--- config.mk ---
export PLATFORM = sky130hd
export DESIGN_NAME = stream_merge
export DESIGN_NICKNAME = d
export VERILOG_FILES = /design/src/rtl/stream_merge_pkg.sv /design/src/rtl/stream_merge_out_slice.sv /design/src/rtl/stream_merge.sv
export SDC_FILE = /design/constraint.sdc
export NUM_CORES = 1
export LEC_CHECK = 0
export CORE_MARGIN = 2
export CORE_UTILIZATION = 51
export CTS_CLUSTER_DIAMETER = 200
export DETAILED_ROUTE_END_ITERATION = 6
export GPL_TIMING_DRIVEN = 0
export PLACE_DENSITY = 0.79
export SLEW_MARGIN = 0
export SYNTH_ARGS = -nofsm -noshare
export SYNTH_HDL_FRONTEND = slang
export SYNTH_HIERARCHICAL = 1
export SYNTH_SLANG_ARGS = --single-unit
--- constraint.sdc ---
create_clock -name i_clk -period 4.8 [get_ports i_clk]
set_input_delay 1.44 -clock i_clk [delete_from_list [all_inputs] [get_ports i_clk]]
set_output_delay 1.44 -clock i_clk [all_outputs]
set_load 0.1 [all_outputs]
--- src/rtl/stream_merge_pkg.sv ---
// stream_merge_pkg: shared FSM state and merge-order constants for stream_merge
package stream_merge_pkg;
    typedef enum logic [1:0] {S_MERGE, S_DRAIN_A, S_DRAIN_B} state_t;
    localparam logic MODE_ASC  = 1'b0;
    localparam logic MODE_DESC = 1'b1;
endpackage

--- src/rtl/stream_merge_out_slice.sv ---
// merge_out_slice: registered output element with hold-while-stalled behaviour
module merge_out_slice #(
    parameter int SIZE_DATA = 8,
    parameter int SIZE_CNT  = 8
) (
    input  logic                 clk,
    input  logic                 rst,
    input  logic                 load,
    input  logic                 ready,
    input  logic [SIZE_DATA-1:0] data,
    input  logic                 last,
    input  logic                 src,
    input  logic [SIZE_CNT-1:0]  len,
    output logic                 q_valid,
    output logic [SIZE_DATA-1:0] q_data,
    output logic                 q_last,
    output logic                 q_src,
    output logic [SIZE_CNT-1:0]  q_len,
    output logic                 slot_free
);
    assign slot_free = !q_valid || ready;

    always_ff @(posedge clk or posedge rst) begin
        if (rst) begin
            q_valid <= 1'b0;
            q_data  <= '0;
            q_last  <= 1'b0;
            q_src   <= 1'b0;
            q_len   <= '0;
        end else if (load) begin
            q_valid <= 1'b1;
            q_data  <= data;
            q_last  <= last;
            q_src   <= src;
            q_len   <= len;
        end else if (ready) begin
            q_valid <= 1'b0;
        end
    end
endmodule

--- src/rtl/stream_merge.sv ---
// stream_merge: merges two sorted runs into one ordered run with registered output
module stream_merge
    import stream_merge_pkg::*;
#(
    parameter int SIZE_DATA = 8,
    parameter int SIZE_CNT  = 8
) (
    input  logic                 i_clk,
    input  logic                 i_rst,
    input  logic                 i_mode,
    input  logic                 i_a_valid,
    input  logic                 i_a_last,
    input  logic [SIZE_DATA-1:0] i_a_data,
    output logic                 o_a_ready,
    input  logic                 i_b_valid,
    input  logic                 i_b_last,
    input  logic [SIZE_DATA-1:0] i_b_data,
    output logic                 o_b_ready,
    output logic                 o_valid,
    output logic                 o_last,
    output logic                 o_src,
    output logic [SIZE_DATA-1:0] o_data,
    input  logic                 i_ready,
    output logic [SIZE_CNT-1:0]  o_len
);
    state_t state, state_nx;
    logic [SIZE_CNT-1:0] cnt, cnt_inc;
    logic mode_q, mode_eff, pick_a, slot_free, acc_a, acc_b, load, sel_last, out_last;
    logic [SIZE_DATA-1:0] sel_data;

    // an empty counter means no element of the current run has been accepted yet
    assign mode_eff  = (cnt == '0) ? i_mode : mode_q;
    assign pick_a    = (mode_eff == MODE_DESC) ? (i_a_data >= i_b_data) : (i_a_data <= i_b_data);
    assign o_a_ready = !i_rst && slot_free &&
                       ((state == S_MERGE) ? (i_a_valid && i_b_valid && pick_a) : (state == S_DRAIN_A));
    assign o_b_ready = !i_rst && slot_free &&
                       ((state == S_MERGE) ? (i_a_valid && i_b_valid && !pick_a) : (state == S_DRAIN_B));
    assign acc_a     = o_a_ready && i_a_valid;
    assign acc_b     = o_b_ready && i_b_valid;
    assign load      = acc_a || acc_b;
    assign sel_data  = acc_a ? i_a_data : i_b_data;
    assign sel_last  = acc_a ? i_a_last : i_b_last;
    assign out_last  = load && sel_last && (state != S_MERGE);
    assign cnt_inc   = (&cnt) ? cnt : cnt + 1'b1;

    always_comb begin
        state_nx = S_MERGE;
        if (state == S_MERGE)
            state_nx = (acc_a && i_a_last) ? S_DRAIN_B : (acc_b && i_b_last) ? S_DRAIN_A : S_MERGE;
        else if (state == S_DRAIN_A || state == S_DRAIN_B)
            state_nx = out_last ? S_MERGE : state;
    end

    always_ff @(posedge i_clk or posedge i_rst) begin
        if (i_rst) state <= S_MERGE;
        else       state <= state_nx;
    end

    always_ff @(posedge i_clk or posedge i_rst) begin
        if (i_rst) begin
            cnt    <= '0;
            mode_q <= MODE_ASC;
        end else if (load) begin
            cnt <= out_last ? '0 : cnt_inc;
            if (cnt == '0) mode_q <= i_mode;
        end
    end

    merge_out_slice #(.SIZE_DATA(SIZE_DATA), .SIZE_CNT(SIZE_CNT)) u_out (
        .clk      (i_clk),
        .rst      (i_rst),
        .load     (load),
        .ready    (i_ready),
        .data     (sel_data),
        .last     (out_last),
        .src      (acc_b),
        .len      (cnt_inc),
        .q_valid  (o_valid),
        .q_data   (o_data),
        .q_last   (o_last),
        .q_src    (o_src),
        .q_len    (o_len),
        .slot_free(slot_free)
    );
endmodule

==> metrics <==
outcome completed; Internal 0.818 mW; Crit path required time 3360 ps; Cell variety after synth 46; die area 4490 um^2; antenna viol nets, final 0; period utilization 97.3%; initial DRC count 71; Async SR Flop Fraction 100%; Arrival @ worst endpoint 3230 ps; final HPWL from detailed placement 3500 um; slew of the pin with the lowest slew margin 981 ps; CTS max path bufs 2; WL final 5020 um; Core Area 3740 um^2; Slew Limit Fails 0; synth top area cells dfrtp_1, ha_1, mux2_4; Post-CTS Hold Fix Bufs 0; synth cell count leaders dfrtp_1, nand2_1, inv_1; IO Port Bufs 44; CTS tree built; drt pass-1 iters 4; area delta synth->final 37.6%; post-synthesis sequential area ratio 37.1%; Power Total 1.73 mW; fin area 2790 um^2; Net Sw Frac 52.7%; fin nets 308; antenna violations before repair 0; final hold viol count 0; Mean Syn Cell Area 9.47 um^2; minimum clock period 4670 ps; largest net degree at the start of global routing 20; worst-path maximum fanout 2; post-synth top area share 37.1%; Wirelength per Cell 15.7 um; CTS sink cnt 30; Clock power frac 12.6%; worst vdd ir 0.000542 V; H-Tree Level Count 2; placed inst area 2530 um^2; synthesized net count 251; vias per cell 5.60; worst rel slew slack 34.4%; Yosys reg bits 30; total area of sequential cells 751 um^2; Final GP Congestion 0.938; global-route wire length before repair 8370 um; # rows 22; Max-cap violations 0; worst hold margin 509 ps; Post-Syn Instances 214; # diodes 0; layout cell share with drive strength beyond 1 27.2%; CTS buffer count 5; die height 67.0 um; Leak 1.19 nW; Final Non-Filler Cells 320; vias in the first global route 1815; combinational share of power 63.6%; Ports 45; Crit. End Element output port; Yosys top cell by area dfrtp_1; Synth Flop Type dfrtp_1; RSZ-0062 raised after global routing no; switching pwr 0.913 mW; drt drc 0; Tot GR Track Use 25.3%; CP Class input port to output port; Post-synth EDFFs 0; Final Skew 7.24 ps; Via Count 1792; clk slew on worst S/H paths 60 ps; worst min path class flop to flop; clk_lat worst skew 290 ps; CP startpoint kind input port; Reg power frac 23.8%; Final Setup Violations 0; yosys warns 6; Initial Util 54.1%; die width 67.0 um; fill count 283; top-count cell post-synth dfrtp_1; fmax 0.214 GHz; dpl cells 306; Post-Syn Area 2030 um^2; CTS root buf clkbuf_8; Congestion Overflow GR 0; PD cells 621 nW/um^2; area of the multi-input gates 1260 um^2
what timing repair did:
action / 4_1_cts / 5_1_grt
resized for setup: 62 / 4
pin swaps: 12 / 6
setup buffers: 5 / 1
gates cloned: 0 / 0
setup endpoints to repair: 2 / 2
kinds of logic (layout without fill, tap and decap cells):
logic type | Yosys count | in the layout | share of synthesized area, %
muxes | 21 | 21 | 13.3
DFF | 30 | 30 | 37.1
AOI/OAI and AO/OA | 46 | 46 | 14.9
buffers and inverters | 26 | 84 | 6.92
adders and majority gates | 13 | 13 | 8.03
and+or+nand+nor | 74 | 74 | 18.0
xor gates and xnor gates | 4 | 4 | 1.73
layout make-up:
class,count,area share (%)
Multi-Input combinational cell,158,45.3
Sequential cell,30,26.9
Buffer,8,2.60
Timing Repair Buffer,50,17.2
Tap cell,48,2.16
Clock inverter,2,0.449
Inverter,18,2.42
Clock buffer,6,2.96
state kept, by name (all words and copies together) (netlist names):
| register | cells |
|---|---|
| mode_q | 1 |
| u_out/q_len | 8 |
| state | 2 |
| u_out/q_valid | 1 |
| u_out/q_data | 8 |
| u_out/q_src | 1 |
| cnt | 8 |
| u_out/q_last | 1 |
cell usage in the layout, fill, tap and decap left out, drive strengths merged, types with 5 or more instances in the layout:
cell type	synthesis	layout
dfrtp	30	30
clkdlybuf4s50	0	26
nand2	24	24
inv	18	18
mux2	18	18
nor2	15	15
buf	5	15
dlygate4sd2	0	14
o21ai	14	14
ha	13	13
a21oi	12	12
clkbuf	3	9
nand3	8	8
nand4	5	5
nor3	5	5
worst max-delay path: stages:
cell and delay (ps):
dlygate4sd2_1 240, inv_2 50, ha_2 160, nor2b_1 40
o211ai_1 230, a21oi_2 100, or3_4 380, and2_4 170
nor3_2 90, o21a_2 160, buf_12 170
power by group through the flow:
stage	clock network [mW]	logic (mW)	registers, mW
2_1_floorplan	0	0.369	0.869
3_3_place_gp	0	1.05	0.410
3_5_place_dp	0	1.06	0.417
4_1_cts	0.221	1.09	0.413
5_1_grt	0.233	1.16	0.424
6_report	0.219	1.10	0.412
path summary, 6_finish.rpt:
path,from,endpoint,slack [ps],cells past startpoint
setup / recovery,i_a_data[0],o_b_ready,130,11
hold / removal,u_out/q_src,u_out/q_src,510,1
max in group asynchronous,i_rst,u_out/q_src,2660,2
min in group asynchronous,i_rst,state[0],1530,2
hold reg to reg,u_out/q_src,u_out/q_src,510,1
setup reg to reg,cnt[0],u_out/q_len[6],1560,13
metal layers:
| layer | vias up | GRT usage, % | part of all wire [%] |
|---|---|---|---|
| met4 | 0 | 9.69 | 1.3 |
| met2 | 49 | 40.2 | 47 |
| met1 | 859 | 32.7 | 45 |
| li1 | 877 | - | - |
| met3 | 7 | 6.59 | 6.3 |
| met5 | - | 0 | 0 |
stage by stage:
step	worst slack [ps]	utilization, %	setup TNS, ps
2_1_floorplan	-168	-	-168
6_report	128	74.4	0
3_3_place_gp	-1300	67.6	-2450
4_1_cts	56.6	74.1	0
5_1_grt	1.41	74.4	0
3_5_place_dp	-1310	67.6	-2520
Power figures use the tool's default switching activity.
